<file path="config.mk">
export PLATFORM = sky130hd
export DESIGN_NAME = fetch_sequencer
export DESIGN_NICKNAME = d
export VERILOG_FILES = /design/src/rtl/fetch_sequencer.sv
export SDC_FILE = /design/constraint.sdc
export NUM_CORES = 1
export LEC_CHECK = 0
export BUFFER_PORTS_ARGS = -buffer_cell sky130_fd_sc_hd__clkbuf_2
export CELL_PAD_IN_SITES_DETAIL_PLACEMENT = 0
export CELL_PAD_IN_SITES_GLOBAL_PLACEMENT = 1
export CORE_UTILIZATION = 35
export CTS_CLUSTER_SIZE = 28
export DETAILED_ROUTE_END_ITERATION = 8
export GPL_TIMING_DRIVEN = 0
export PLACE_DENSITY_LB_ADDON = 0.25
export SKIP_LAST_GASP = 1
export SYNTH_ARGS = -nofsm -noshare
export SYNTH_HDL_FRONTEND = slang
export SYNTH_SLANG_ARGS = --single-unit
export TNS_END_PERCENT = 20
</file>
<file path="constraint.sdc">
create_clock -name clk -period 4.1 [get_ports clk]
set_input_delay 0.615 -clock clk [delete_from_list [all_inputs] [get_ports clk]]
set_output_delay 0.615 -clock clk [all_outputs]
set_load 0.01 [all_outputs]
</file>
<file path="src/rtl/fetch_sequencer.sv">
// fetch_sequencer: owns the architectural PC, fetches from instruction memory and hands words to decode.
// Optional fetch-ack watchdog is compiled in when FETCH_TIMEOUT_EN is defined.
module fetch_sequencer #(
    parameter logic [31:0] RESET_PC       = 32'h0000_0000,
    parameter int unsigned TIMEOUT_CYCLES = 16
) (
    input  logic        clk,
    input  logic        rst,
    input  logic        start,
    input  logic        halt,
    output logic        imem_req,
    output logic [31:0] imem_addr,
    input  logic        imem_ack,
    input  logic [31:0] imem_data,
    output logic        inst_valid,
    output logic [31:0] inst,
    output logic [31:0] inst_pc,
    input  logic        inst_ready,
    input  logic        br_req,
    input  logic [15:0] br_imm16,
    input  logic        jmp_req,
    input  logic [25:0] jmp_imm26,
    input  logic [31:0] redir_pc,
    output logic [31:0] pc,
    output logic        timeout_err
);
    typedef enum logic [1:0] {IDLE, REQ, OUT, HALTED} state_t;

    state_t      r_state, w_state_nxt;
    logic [31:0] r_pc, w_pc_nxt;
    logic        r_kill, w_kill_nxt;
    logic        r_imem_req, w_imem_req_nxt;
    logic [31:0] r_imem_addr, w_imem_addr_nxt;
    logic        r_inst_valid, w_inst_valid_nxt;
    logic [31:0] r_inst, w_inst_nxt;
    logic [31:0] r_inst_pc, w_inst_pc_nxt;
    logic        w_redir;
    logic [31:0] w_target;
    logic        w_start_ok;

`ifdef FETCH_TIMEOUT_EN
    localparam int unsigned TCNT_W = (TIMEOUT_CYCLES > 1) ? $clog2(TIMEOUT_CYCLES) : 1;
    logic [TCNT_W-1:0] r_tcnt, w_tcnt_nxt;
    logic              r_timeout_err, w_timeout_err_nxt;
    assign w_start_ok  = start && !r_timeout_err;
    assign timeout_err = r_timeout_err;
`else
    // Watchdog limit only matters when the watchdog is built in.
    logic w_unused_timeout_cfg;
    assign w_unused_timeout_cfg = ^TIMEOUT_CYCLES;
    assign w_start_ok  = start;
    assign timeout_err = 1'b0;
`endif

    // Jump beats branch when both arrive together; redirects only matter while fetching.
    assign w_target = jmp_req ? {redir_pc[31:28], jmp_imm26, 2'b00}
                              : redir_pc + 32'd1 + {{16{br_imm16[15]}}, br_imm16};
    assign w_redir  = (br_req || jmp_req) && (r_state == REQ || r_state == OUT);

    always_comb begin
        // NOTE: every next value defaults to its current register, so no path leaves one unassigned and no latch is inferred.
        w_state_nxt     = r_state;
        w_pc_nxt        = r_pc;
        w_kill_nxt      = r_kill;
        w_imem_addr_nxt = r_imem_addr;
        w_inst_nxt      = r_inst;
        w_inst_pc_nxt   = r_inst_pc;
`ifdef FETCH_TIMEOUT_EN
        w_tcnt_nxt        = r_tcnt;
        w_timeout_err_nxt = r_timeout_err;
`endif
        case (r_state)
            IDLE, HALTED: begin
                if (w_start_ok) begin
                    w_state_nxt     = REQ;
                    w_imem_addr_nxt = r_pc;
`ifdef FETCH_TIMEOUT_EN
                    w_tcnt_nxt = '0;
`endif
                end
            end
            REQ: begin
                if (imem_ack) begin
                    if (w_redir || r_kill) begin
                        // Response belongs to a squashed path: drop it and refetch at the new pc.
                        w_pc_nxt        = w_redir ? w_target : r_pc;
                        w_imem_addr_nxt = w_redir ? w_target : r_pc;
                        w_kill_nxt      = 1'b0;
`ifdef FETCH_TIMEOUT_EN
                        w_tcnt_nxt = '0;
`endif
                    end else begin
                        w_inst_nxt    = imem_data;
                        w_inst_pc_nxt = r_imem_addr;
                        w_pc_nxt      = r_pc + 32'd1;
                        w_state_nxt   = OUT;
                    end
                end else begin
                    if (w_redir) begin
                        w_pc_nxt   = w_target;
                        w_kill_nxt = 1'b1;
                    end
`ifdef FETCH_TIMEOUT_EN
                    if (r_tcnt == TCNT_W'(TIMEOUT_CYCLES - 1)) begin
                        w_timeout_err_nxt = 1'b1;
                        w_kill_nxt        = 1'b0;
                        w_state_nxt       = HALTED;
                    end else begin
                        w_tcnt_nxt = r_tcnt + TCNT_W'(1);
                    end
`endif
                end
            end
            OUT: begin
                if (w_redir) begin
                    w_pc_nxt        = w_target;
                    w_imem_addr_nxt = w_target;
                    w_state_nxt     = REQ;
`ifdef FETCH_TIMEOUT_EN
                    w_tcnt_nxt = '0;
`endif
                end else if (inst_ready) begin
                    if (halt) begin
                        w_state_nxt = HALTED;
                    end else begin
                        w_state_nxt     = REQ;
                        w_imem_addr_nxt = r_pc;
`ifdef FETCH_TIMEOUT_EN
                        w_tcnt_nxt = '0;
`endif
                    end
                end
            end
            default: w_state_nxt = IDLE;
        endcase
        w_imem_req_nxt   = (w_state_nxt == REQ);
        w_inst_valid_nxt = (w_state_nxt == OUT);
    end

    always_ff @(posedge clk or posedge rst) begin
        if (rst) begin
            r_state      <= IDLE;
            r_pc         <= RESET_PC;
            r_kill       <= 1'b0;
            r_imem_req   <= 1'b0;
            r_imem_addr  <= '0;
            r_inst_valid <= 1'b0;
            r_inst       <= '0;
            r_inst_pc    <= '0;
`ifdef FETCH_TIMEOUT_EN
            r_tcnt        <= '0;
            r_timeout_err <= 1'b0;
`endif
        end else begin
            // NOTE: non-blocking updates so every register samples the pre-edge values computed above.
            r_state      <= w_state_nxt;
            r_pc         <= w_pc_nxt;
            r_kill       <= w_kill_nxt;
            r_imem_req   <= w_imem_req_nxt;
            r_imem_addr  <= w_imem_addr_nxt;
            r_inst_valid <= w_inst_valid_nxt;
            r_inst       <= w_inst_nxt;
            r_inst_pc    <= w_inst_pc_nxt;
`ifdef FETCH_TIMEOUT_EN
            r_tcnt        <= w_tcnt_nxt;
            r_timeout_err <= w_timeout_err_nxt;
`endif
        end
    end

    assign imem_req   = r_imem_req;
    assign imem_addr  = r_imem_addr;
    assign inst_valid = r_inst_valid;
    assign inst       = r_inst;
    assign inst_pc    = r_inst_pc;
    assign pc         = r_pc;

endmodule

</file>
==> results by group <==
Status
  – Outcome: finished, final reports clean

CTS
  – Htree depth: 4
  – Resize count post-CTS: 0
  – Max Buffers Root-to-Sink: 2
  – CTS Buf Count: 17
  – Cts hold-fix bufs: 0
  – Number of buffers added for setup after CTS: 0
  – Clock Latency Late Sink: around 0.42 ns
  – CTS Sinks: around 130
  – Clock tree root driver cell: clkbuf_16
  – CTS tree: built
  – Worst-path clk slew: about 0.06 ns

Timing
  – Final slew viol count: 0
  – Post-route minimum period: about 3.6 ns
  – Final hold viol count: 0
  – Setup Viol. Count Final: 0
  – Unrepaired setup endpoints after global routing: no
  – Worst slew pin tran: a little under 0.9 ns
  – Setup TNS: 0 ns
  – Max_slew headroom: around two fifths
  – Period utilization: between 80% and 90%
  – Max Clock Skew: roughly 0.011 ns
  – Fmax: around 0.28 GHz

Yosys
  – Synthesized instance count: 885
  – Avg Inst Size Synth: about 9.3 sq um
  – Asr flop ratio synth: 100%
  – Synth Flop Type: dfrtp_1
  – Register area share after synthesis: between 40% and 50%
  – FF+latch count, synth: ~130
  – Biggest area consumer among synthesized cells: dfrtp_1
  – Post-Syn Nets: roughly 1.0k
  – Number of flops mapped to enable cells by yosys: 0
  – Top post-synthesis cells by area: dfrtp_1 41%, mux2_2 9.2%, ha_1 5.3%
  – Netlist cell types: 79
  – Mapped cell area: ~8200 sq um
  – Synth top area share: around two fifths
  – YS warnings: 0

Floorplanning
  – Die H: 155 um
  – Top Ports: approximately 250
  – Full die area: 24100 sq um
  – Row count: 55
  – Initial Util: between 30% and 40%
  – DIE WIDTH: 155 um
  – CORE AREA: ~23000 sq um

Setup path
  – Crit path DAT: between 3 and 4 ns
  – Setup CP Type: input pin to flip-flop
  – Slowest CP cell: o32ai_1
  – Crit-path max FO: 20
  – CP max stage delay: approximately 0.65 ns
  – Endpoint type of the worst setup path: flip-flop
  – CP startpoint kind: input pin
  – CP cell instances: clkbuf_2 -> ha_1 -> buf_2 -> nand3_1 -> nor4_2 -> o2111ai_1 -> a31oi_1 -> o211ai_1 -> and2_4 -> nor4b_1 -> o32ai_1 -> a21oi_1
  – Data required, critical path: ~4.4 ns
  – Reg2reg setup slack: 0.87 ns

Layout
  – Commonest non-fill, non-tap cell in the layout: clkbuf_2
  – Finished Layout Cells: 1476
  – Layout cells sized above 1: approximately 32%
  – Util after Layout: a little under half
  – Fin area: between 10000 and 15000 sq um
  – Most frequent cells in the layout: 243 x clkbuf_2, 133 x dfrtp_1, 85 x nand2_1, 84 x a21oi_1, 71 x nor2_1
  – P&R area growth vs syn: 27.2%
  – Diode count: 0
  – Nets: 1300

Detailed routing
  – Routed Antenna Nets: 0
  – Routed vias/inst: ~5.3
  – Initial DRC Count: about 520
  – Final WL: ~28000 um
  – Routed length per instance: roughly 19 um
  – DR pass1 iterations: 6
  – Vias: about 7.9k
  – Post-route DRC: 0

Power and ir drop
  – PwrDens: between 800 and 900 nW/um^2
  – Leak pwr: about 4.8 nW
  – VDD IR max: 0.311 mV
  – Tot Pwr: 8.54 mW

GRT
  – Global-route wire length before repair: roughly 43000 um
  – Grt met2 use: approximately 37%
  – Pin count of the biggest net entering global routing: 40
  – Global routing usage on met3: under 10%
  – Vias in the first global route: ~7.4k
  – Busiest layer in global routing: met2
  – Initial antenna violation count: 0
  – GR Layer Usage met1: around a third
  – Total track usage: about a quarter
  – Grt total ovfl: 0

Placement
  – HPWL Detailed: approximately 22000 um
  – I/O Buffers: ~240
  – Placed insts: around 1.4k
  – GPL Wtd Cong: around 0.89
  – Placed inst area: between 9000 and 10000 sq um

Worst hold path
  – Hold Path Class: input pin to async pin

Run
  – Max Cap Viol: 0
[registers in the layout, summed over array words and instances, names as in the netlist]
name	count
r_kill	1
imem_addr	32
imem_req	1
inst_valid	1
pc	32
inst_pc	32
inst	32
r_state	2
[worst paths after layout]
| path | from | endpoint | cells after the start |
|---|---|---|---|
| setup / recovery | br_imm16[15] | pc[29]$_DFFE_PP0N_ | 12 |
| hold / removal | rst | imem_addr[7]$_DFFE_PP0P_ | 2 |
| min in group clk | imem_ack | r_kill$_DFFE_PP0P_ | 2 |
| setup reg to reg | r_state[0]$_DFF_PP0_ | pc[29]$_DFFE_PP0N_ | 8 |
| hold reg to reg | inst[20]$_DFFE_PP0P_ | inst[20]$_DFFE_PP0P_ | 1 |
| max in group asynchronous | rst | pc[26]$_DFFE_PP0N_ | 4 |
[where the power goes]
part	switching, mW	total [mW]	internal (mW)	leakage, nW
Clock	0.658	1.46	0.799	0.264
Combinational	2.73	4.49	1.76	2.92
Sequential	0.589	2.59	2.00	1.57
Total	3.98	8.54	4.57	4.76
[layer usage]
metal | part of all wire [%] | vias up
met5 | 0 | -
met1 | 46 | 3759
li1 | - | 3785
met3 | 5.8 | 36
met4 | 2.1 | 0
met2 | 46 | 302
[cell type report]
| cell class | instances | area, sq um |
|---|---|---|
| fillers | 2309 | 12400 |
| multi-input cells | 678 | 4580 |
| flip-flops and latches | 133 | 3330 |
| repair buffers | 246 | 1280 |
| clock buffers | 17 | 425 |
| well taps | 313 | 392 |
| plain buffers | 51 | 213 |
| clock inverters | 15 | 139 |
| inverters | 23 | 90.1 |
[cells in the mapped netlist (6+ instances only)]
cell,number
nand2b_1,9
o22ai_1,8
nor2b_1,6
and3_1,19
nor3_1,14
inv_1,23
xor2_1,6
a31oi_1,9
nand3_1,26
o21ai_0,64
ha_1,35
mux2i_1,7
nand2_1,85
dfrtp_1,133
clkbuf_1,37
nand4_1,7
o22a_1,7
o211ai_1,13
xnor2_1,16
buf_1,6
o21bai_1,8
a21oi_1,84
mux2_2,67
o21ai_1,9
a211oi_1,9
nor2_1,71
[critical path, delay by kind of cell]
| family | cells | cell delay [ns] |
|---|---|---|
| AOI/OAI and AO/OA | 5 | 1.53 |
| and+or+nand+nor | 4 | 0.81 |
| buffers and inverters | 2 | 0.46 |
| adders and majority gates | 1 | 0.39 |
[stage by stage]
stage | hold slack [ns] | setup slack, ns
detailed placement | 0.495 | 0.176
CTS | 0.371 | 0.581
global placement | 0.488 | 0.153
global route | 0.391 | 0.346
floorplan | 0.529 | 1.03
finish | 0.354 | 0.539
[kinds of logic after synthesis]
group	after synthesis	synth area share [%]
simple gates	278	17.4
compound gates	267	20.4
flops	133	40.5
mux	74	10.0
buf+inv	74	3.64
fa+ha+maj	36	5.58
xor+xnor	22	2.35
other cells	1	0.0457
(Power assumes the default switching activity.)
